<file path="config.mk">
export PLATFORM = sky130hd
export DESIGN_NAME = mem_bus_arbiter
export DESIGN_NICKNAME = d
export VERILOG_FILES = /design/src/rtl/mem_bus_arbiter.sv
export SDC_FILE = /design/constraint.sdc
export NUM_CORES = 1
export LEC_CHECK = 0
export BUFFER_PORTS_ARGS = -buffer_cell sky130_fd_sc_hd__buf_2
export CORE_ASPECT_RATIO = 2
export CORE_MARGIN = 10
export CORE_UTILIZATION = 35
export CTS_CLUSTER_DIAMETER = 50
export DETAILED_ROUTE_END_ITERATION = 16
export PLACE_DENSITY = 0.66
export SLEW_MARGIN = 20
export SYNTH_ARGS = -nofsm -noshare
export SYNTH_HDL_FRONTEND = slang
export SYNTH_SLANG_ARGS = --single-unit
export TNS_END_PERCENT = 50
</file>
<file path="constraint.sdc">
create_clock -name clk -period 1.8 [get_ports clk]
set_clock_uncertainty 0.1 [all_clocks]
set_input_delay 0.36 -clock clk [delete_from_list [all_inputs] [get_ports clk]]
set_output_delay 0.36 -clock clk [all_outputs]
set_load 0.005 [all_outputs]
</file>
<file path="src/rtl/mem_bus_arbiter.sv">
`default_nettype none
// ============================================================================
// mem_bus_arbiter : two-master Avalon-style bus arbiter, one transfer at a time.
// Optional `ARB_ROUND_ROBIN_EN: round-robin tie-break (otherwise fixed, m0 wins).
// Revision: 1.0
// ============================================================================
module mem_bus_arbiter #(
  parameter int AW = 32,
  parameter int DW = 32
) (
  input  logic            clk,
  input  logic            reset,
  input  logic [AW-1:0]   m0_address,
  input  logic            m0_read,
  input  logic            m0_write,
  input  logic [DW-1:0]   m0_writedata,
  input  logic [DW/8-1:0] m0_byteenable,
  output logic            m0_waitrequest,
  output logic [DW-1:0]   m0_readdata,
  input  logic [AW-1:0]   m1_address,
  input  logic            m1_read,
  input  logic            m1_write,
  input  logic [DW-1:0]   m1_writedata,
  input  logic [DW/8-1:0] m1_byteenable,
  output logic            m1_waitrequest,
  output logic [DW-1:0]   m1_readdata,
  output logic [AW-1:0]   s_address,
  output logic            s_read,
  output logic            s_write,
  output logic [DW-1:0]   s_writedata,
  output logic [DW/8-1:0] s_byteenable,
  input  logic            s_waitrequest,
  input  logic [DW-1:0]   s_readdata,
  output logic [1:0]      grant
);

  typedef enum logic [1:0] {
    IDLE  = 2'd0,
    BUS   = 2'd1,
    RDATA = 2'd2,
    DONE  = 2'd3
  } state_t;

  state_t            state, state_next;
  logic [1:0]        grant_q;
  logic [AW-1:0]     addr_q;
  logic [DW-1:0]     wdata_q;
  logic [DW/8-1:0]   be_q;
  logic              write_q;
  logic [DW-1:0]     rdata0_q, rdata1_q;
  logic              req0, req1, pick1, load;

  assign req0 = m0_read | m0_write;
  assign req1 = m1_read | m1_write;

`ifdef ARB_ROUND_ROBIN_EN
  // last_m1 remembers the previous winner; reset value lets m0 win the first tie.
  logic last_m1;

  always_ff @(posedge clk) begin
    if (!reset)
      last_m1 <= 1'b1;
    else if (load)
      last_m1 <= pick1;
  end

  always_comb begin
    pick1 = req1 & ~req0;
    if (req0 && req1)
      pick1 = ~last_m1;
  end
`else
  always_comb begin
    pick1 = req1 & ~req0;
  end
`endif

  always_comb begin
    state_next = state;
    load       = 1'b0;
    case (state)
      IDLE: begin
        if (req0 || req1) begin
          state_next = BUS;
          load       = 1'b1;
        end
      end
      BUS: begin
        if (!s_waitrequest)
          state_next = write_q ? DONE : RDATA;
      end
      RDATA:   state_next = DONE;
      DONE:    state_next = IDLE;
      default: state_next = IDLE;
    endcase
  end

  always_ff @(posedge clk) begin
    if (!reset) begin
      state    <= IDLE;
      grant_q  <= 2'b00;
      addr_q   <= '0;
      wdata_q  <= '0;
      be_q     <= '0;
      write_q  <= 1'b0;
      rdata0_q <= '0;
      rdata1_q <= '0;
    end else begin
      state <= state_next;
      if (load) begin
        // A write request takes precedence when a master raises read and write together.
        grant_q <= pick1 ? 2'b10 : 2'b01;
        addr_q  <= pick1 ? m1_address    : m0_address;
        wdata_q <= pick1 ? m1_writedata  : m0_writedata;
        be_q    <= pick1 ? m1_byteenable : m0_byteenable;
        write_q <= pick1 ? m1_write      : m0_write;
      end else if (state == DONE) begin
        grant_q <= 2'b00;
      end
      if (state == RDATA) begin
        if (grant_q[0]) rdata0_q <= s_readdata;
        if (grant_q[1]) rdata1_q <= s_readdata;
      end
    end
  end

  assign s_address      = addr_q;
  assign s_writedata    = wdata_q;
  assign s_byteenable   = be_q;
  assign s_read         = (state == BUS) & ~write_q;
  assign s_write        = (state == BUS) &  write_q;
  assign grant          = grant_q;
  assign m0_waitrequest = ~((state == DONE) & grant_q[0]);
  assign m1_waitrequest = ~((state == DONE) & grant_q[1]);
  assign m0_readdata    = rdata0_q;
  assign m1_readdata    = rdata1_q;

endmodule
`default_nettype wire
</file>
* Yosys cells after proc, flatten, opt, wreduce, memory -nomap -nowiden
Index checks and enable logic that the tools add are counted.
Word-level totals: output and inout bits 138, logic and storage cells 43, register bits after elaboration 137, bits of input ports 175
Operators by class: reductions and logical operators 6, equal/unequal tests 5, bitwise gates (word level) 11, muxes and demuxes 13
Operator list (number):
- $mux W32 | 2
- $mux W2 | 5
- $pmux W2 S4 | 1
- $reduce_and A2 Y1 | 3
- $and A1 B1 Y1 | 5
- $eq A2 B2 Y1 const B | 2
- $mux W1 | 4
- $mux W4 | 1
- $ne A2 B2 Y1 const B | 2
- $not A1 Y1 | 4
- $eq A2 B1 Y1 const B | 1
- $logic_not A2 Y1 | 1
- $or A1 B1 Y1 | 2
- $reduce_bool A2 Y1 | 1
- $logic_or A1 B1 Y1 | 1

* Longest topological paths before layout
depth after elaboration 5, gate-level depth with buffers 7

* Least setup slack after synthesis
Ideal clock, no wire load.
path kind flip-flop to flip-flop, from register state[0], to register write_q, setup slack 0.174 ns, stages on the path, launching flop included 7, arrival time 1.453 ns, clock period less this slack 1.626 ns, buffers on the path 1, data required time 1.627 ns, cells stage by stage dfxtp_1 inv_1 ha_1 o41a_1 clkbuf_1 nor2_1 nor3_2
On the way: cells in the longest elaborated chain, start to end 2
Ends and longest elaborated chain:
- from (decl) | line 44 | state_t state, state_next;
- from (signal assigned) | line 109 | state <= state_next;
- $logic_not A2 Y1 | line 81 | case (state)
- $mux W1 | line 81
- to (signal assigned) | line 116 | write_q <= pick1 ? m1_write : m0_write;
- to (decl) | line 49 | logic write_q;
Every way passes these cells. A chain may end at the register's enable or synchronous reset.

* Final worst setup path
from register state[1], to output port s_write
On the way: cells in the longest elaborated chain, start to end 2
Ends and longest elaborated chain:
- $eq A2 B1 Y1 | line 131 | assign s_write = (state == BUS) & write_q;
- $and A1 B1 Y1 | line 131
- to (decl) | line 29 | output logic s_write,
Every way passes these cells.

==> impl_metrics.yaml <==
clocking:
  clockRootBuffer: "clkbuf_16"
  cts.clk_slew.worst_paths_ns: 0.06
  postCtsSetupBuffers: 0
  cts_tree: "built"
  worstSkewPairLatency_ns: 0.41
  clkSinkCount: 137
  postCtsHoldBufs: 0
  h-tree-depth: 4
  cts.path.max_buffers: 2
  numCtsBuffers: 17
worst_setup_path:
  r2r_slack_ns: 0.16
  criticalPathCategory: "flip-flop to output pin"
  reg2reg_from: "state[0]"
  critPathCaptureType: "output pin"
  path_cells: "inv_4, ha_4, and2_1, buf_2"
  max_stage_delay_ns: 0.38
  cp_data_arrival_time_ns: 1.29
  critPathRequiredTime_ns: 1.34
  cp-start-kind: "flip-flop"
  cp_slowest_cell: "dfxtp_4"
  cp_max_fo: 5
  startpoint: "state[1]"
synthesis:
  synth_seq_cells: 137
  synthCells: 715
  yosysUniqueCellTypes: 27
  syn-num-nets: 895
  syn-cell-area_sq_mm: 0.005623
  synth_area_leaders: "dfxtp_1 49%, a21oi_1 12%, nand2_1 9.0%"
  synth_area_per_cell_sq_um: 7.864
  yosysTopAreaCell: "dfxtp_1"
  synth.top_cell.area_share_pct: 48.78
  yosysWarnings: 0
  ys_seq_area_share_pct: 48.78
power:
  pwr-share-comb_pct: 32.1
  ir_drop_uv: 1207
  seqPwrFrac_pct: 36.1
  internal_power_uw: 7477
  clockPowerShare_pct: 31.7
  powerDensity_mw_per_mm2: 1397
  p_switching_uw: 3790
  p_leak_uw: 0.003604
  swShare_pct: 33.64
global_route:
  grt_use_total_pct: 19.99
  grt_max_degree: 69
  grt_pass1_wl_um: 34350
  grt-ovfl-total: 0
  grt_pass1_vias: 6339
  antenna_found_initial: 2
routing:
  routed_wl_um: 22750
  drtIter0Drc: 320
  avgViaCountPerCell: 5.217
  route.vias.total: 6334
  dr.pass1.iters: 5
  ant_nets: 0
  wl_per_cell_um: 18.74
  drc: 0
placement:
  gp_congestion: 0.8199
  hpwlAfterDp_um: 16610
  placed_cells: 1180
  port-buffer-count: 312
floorplanning:
  core-area_sq_mm: 0.01578
  floorplan.initialDensity_pct: 35.64
  die_area_sq_mm: 0.02184
  fp.dieW_um: 109.6
  num_rows: 65
  ios: 313
  die_height_um: 199.3
timing:
  finalHoldViolations: 0
  hold_ws_ns: 0.09401
  drv_slew: 0
  tns_ns: 0
  min_period_over_period_pct: 97.00
  tightest_slew_ns: 0.4794
  fmax_mhz: 572.7
  finalSetupViolCount: 0
  rsz0062_at_grt: "false"
  period_minus_slack_ns: 1.746
  maxSlewHeadroom_pct: 68.04
final_layout:
  layout.nets: 1177
  area_delta_synth_final_pct: 43.44
  finalCoreUtilization_pct: 51.12
  final_cell_count_no_fill: 1214
  drive_above_1_share_pct: 38.02
worst_hold_path:
  min_from: "s_readdata[21]"
  hp-class: "input pin to flip-flop"
flow_run:
  max_cap_violations: 0
outcome:
  status: "complete, no violations"
-- registers in the layout, summed over array words and instances, names as in the netlist --
name,count
s_address,32
m0_readdata,32
grant,2
s_byteenable,4
m1_readdata,32
state,2
write_q,1
s_writedata,32
-- worst max-delay path: cells and delay by family (launching register included) --
| family | cells | cell delay, ns |
|---|---|---|
| adder cells (fa/ha/maj) | 1 | 0.16 |
| AND/OR/NAND/NOR | 1 | 0.14 |
| flip-flops | 1 | 0.38 |
| buffers and inverters | 2 | 0.19 |
-- cell usage after synthesis --
cell	instances
buf_2	7
dfxtp_1	137
a21oi_1	131
buf_6	7
buf_1	7
o31ai_1	1
and2_1	3
nor3_1	1
nor2b_1	3
nand2_1	135
o21ai_1	68
mux2i_1	2
inv_1	4
nor2_1	4
nand3_2	1
o41ai_4	1
nand3_1	2
o21ai_0	68
and3_1	1
clkbuf_1	52
o41a_1	1
nor3_2	1
or2_1	2
a32oi_1	2
ha_1	5
a21oi_2	1
a31oi_1	68
-- final timing paths --
check,to,cells after the start
min reg2reg,m1_readdata[26],2
max reg2reg,s_writedata[21],6
min,m1_readdata[21],3
max,s_write,4
-- layout by cell type (no fill, tap or decap), drive strengths merged --
cell type | Yosys | layout
buf | 21 | 336
nand2 | 135 | 135
clkbuf | 52 | 19
o41a | 1 | 1
clkinv | 0 | 7
dfxtp | 137 | 137
o41ai | 1 | 1
nor3 | 2 | 2
o21ai | 136 | 136
mux2i | 2 | 2
or2 | 2 | 2
o31ai | 1 | 1
ha | 5 | 5
a31oi | 68 | 68
a32oi | 2 | 2
inv | 4 | 4
and3 | 1 | 1
nor2b | 3 | 3
clkinvlp | 0 | 3
nand3 | 3 | 3
diode | 0 | 3
bufinv | 0 | 3
nor2 | 4 | 4
and2 | 3 | 3
a21oi | 132 | 132
-- logic make-up after synthesis --
| family | count (synthesis) | synth area share [%] |
|---|---|---|
| adder cells (fa/ha/maj) | 5 | 1.113 |
| AND/OR/NAND/NOR | 153 | 10.90 |
| AO/OA/AOI/OAI | 341 | 32.62 |
| buffers and inverters | 77 | 6.231 |
| flip-flops | 137 | 48.78 |
| multiplexers | 2 | 0.3560 |
-- timing repair --
item	CTS	global route
gates resized for setup	5	5
endpoints found under the setup margin	4	20
gates cloned	0	0
-- layer usage --
metal / track usage [%] / vias to the layer above / wire, um
li1: - / 3093 / -
met1: 21.12 / 2956 / 8216
met2: 34.42 / 248 / 12100
met3: 6.163 / 37 / 1704
met4: 10.22 / 0 / 730
met5: 0 / - / 0
-- power groups by stage --
stage	Combinational, uW	Clock, uW	Sequential, uW
after global routing	4000	3810	4150
after detailed placement	3610	0	4080
after floorplan	2070	0	4130
after global placement	3590	0	4070
final	3620	3580	4070
after CTS	3620	3670	4060
-- through the flow --
| stage | total power [uW] | worst slack [ns] | cell area (sq um) |
|---|---|---|---|
| floorplan | 6202 | 0.1740 | 5623 |
| global placement | 7666 | 0.05033 | 7430 |
| detailed placement | 7694 | 0.004567 | 7430 |
| CTS | 11340 | 0.01489 | 8041 |
| global route | 11960 | 0.0002277 | 8063 |
| finish | 11270 | 0.05402 | 8065 |
-- layout make-up --
cell class,instances,area [sq um]
Antenna cell,3,7.507
Clock buffer,19,452.9
Clock inverter,13,151.4
Fill cell,1615,7712
Inverter,4,17.52
Multi-Input combinational cell,501,2566
Sequential cell,137,2748
Tap cell,201,251.5
Timing Repair Buffer,336,1871
No activity file was read; power rests on OpenSTA's default activity.
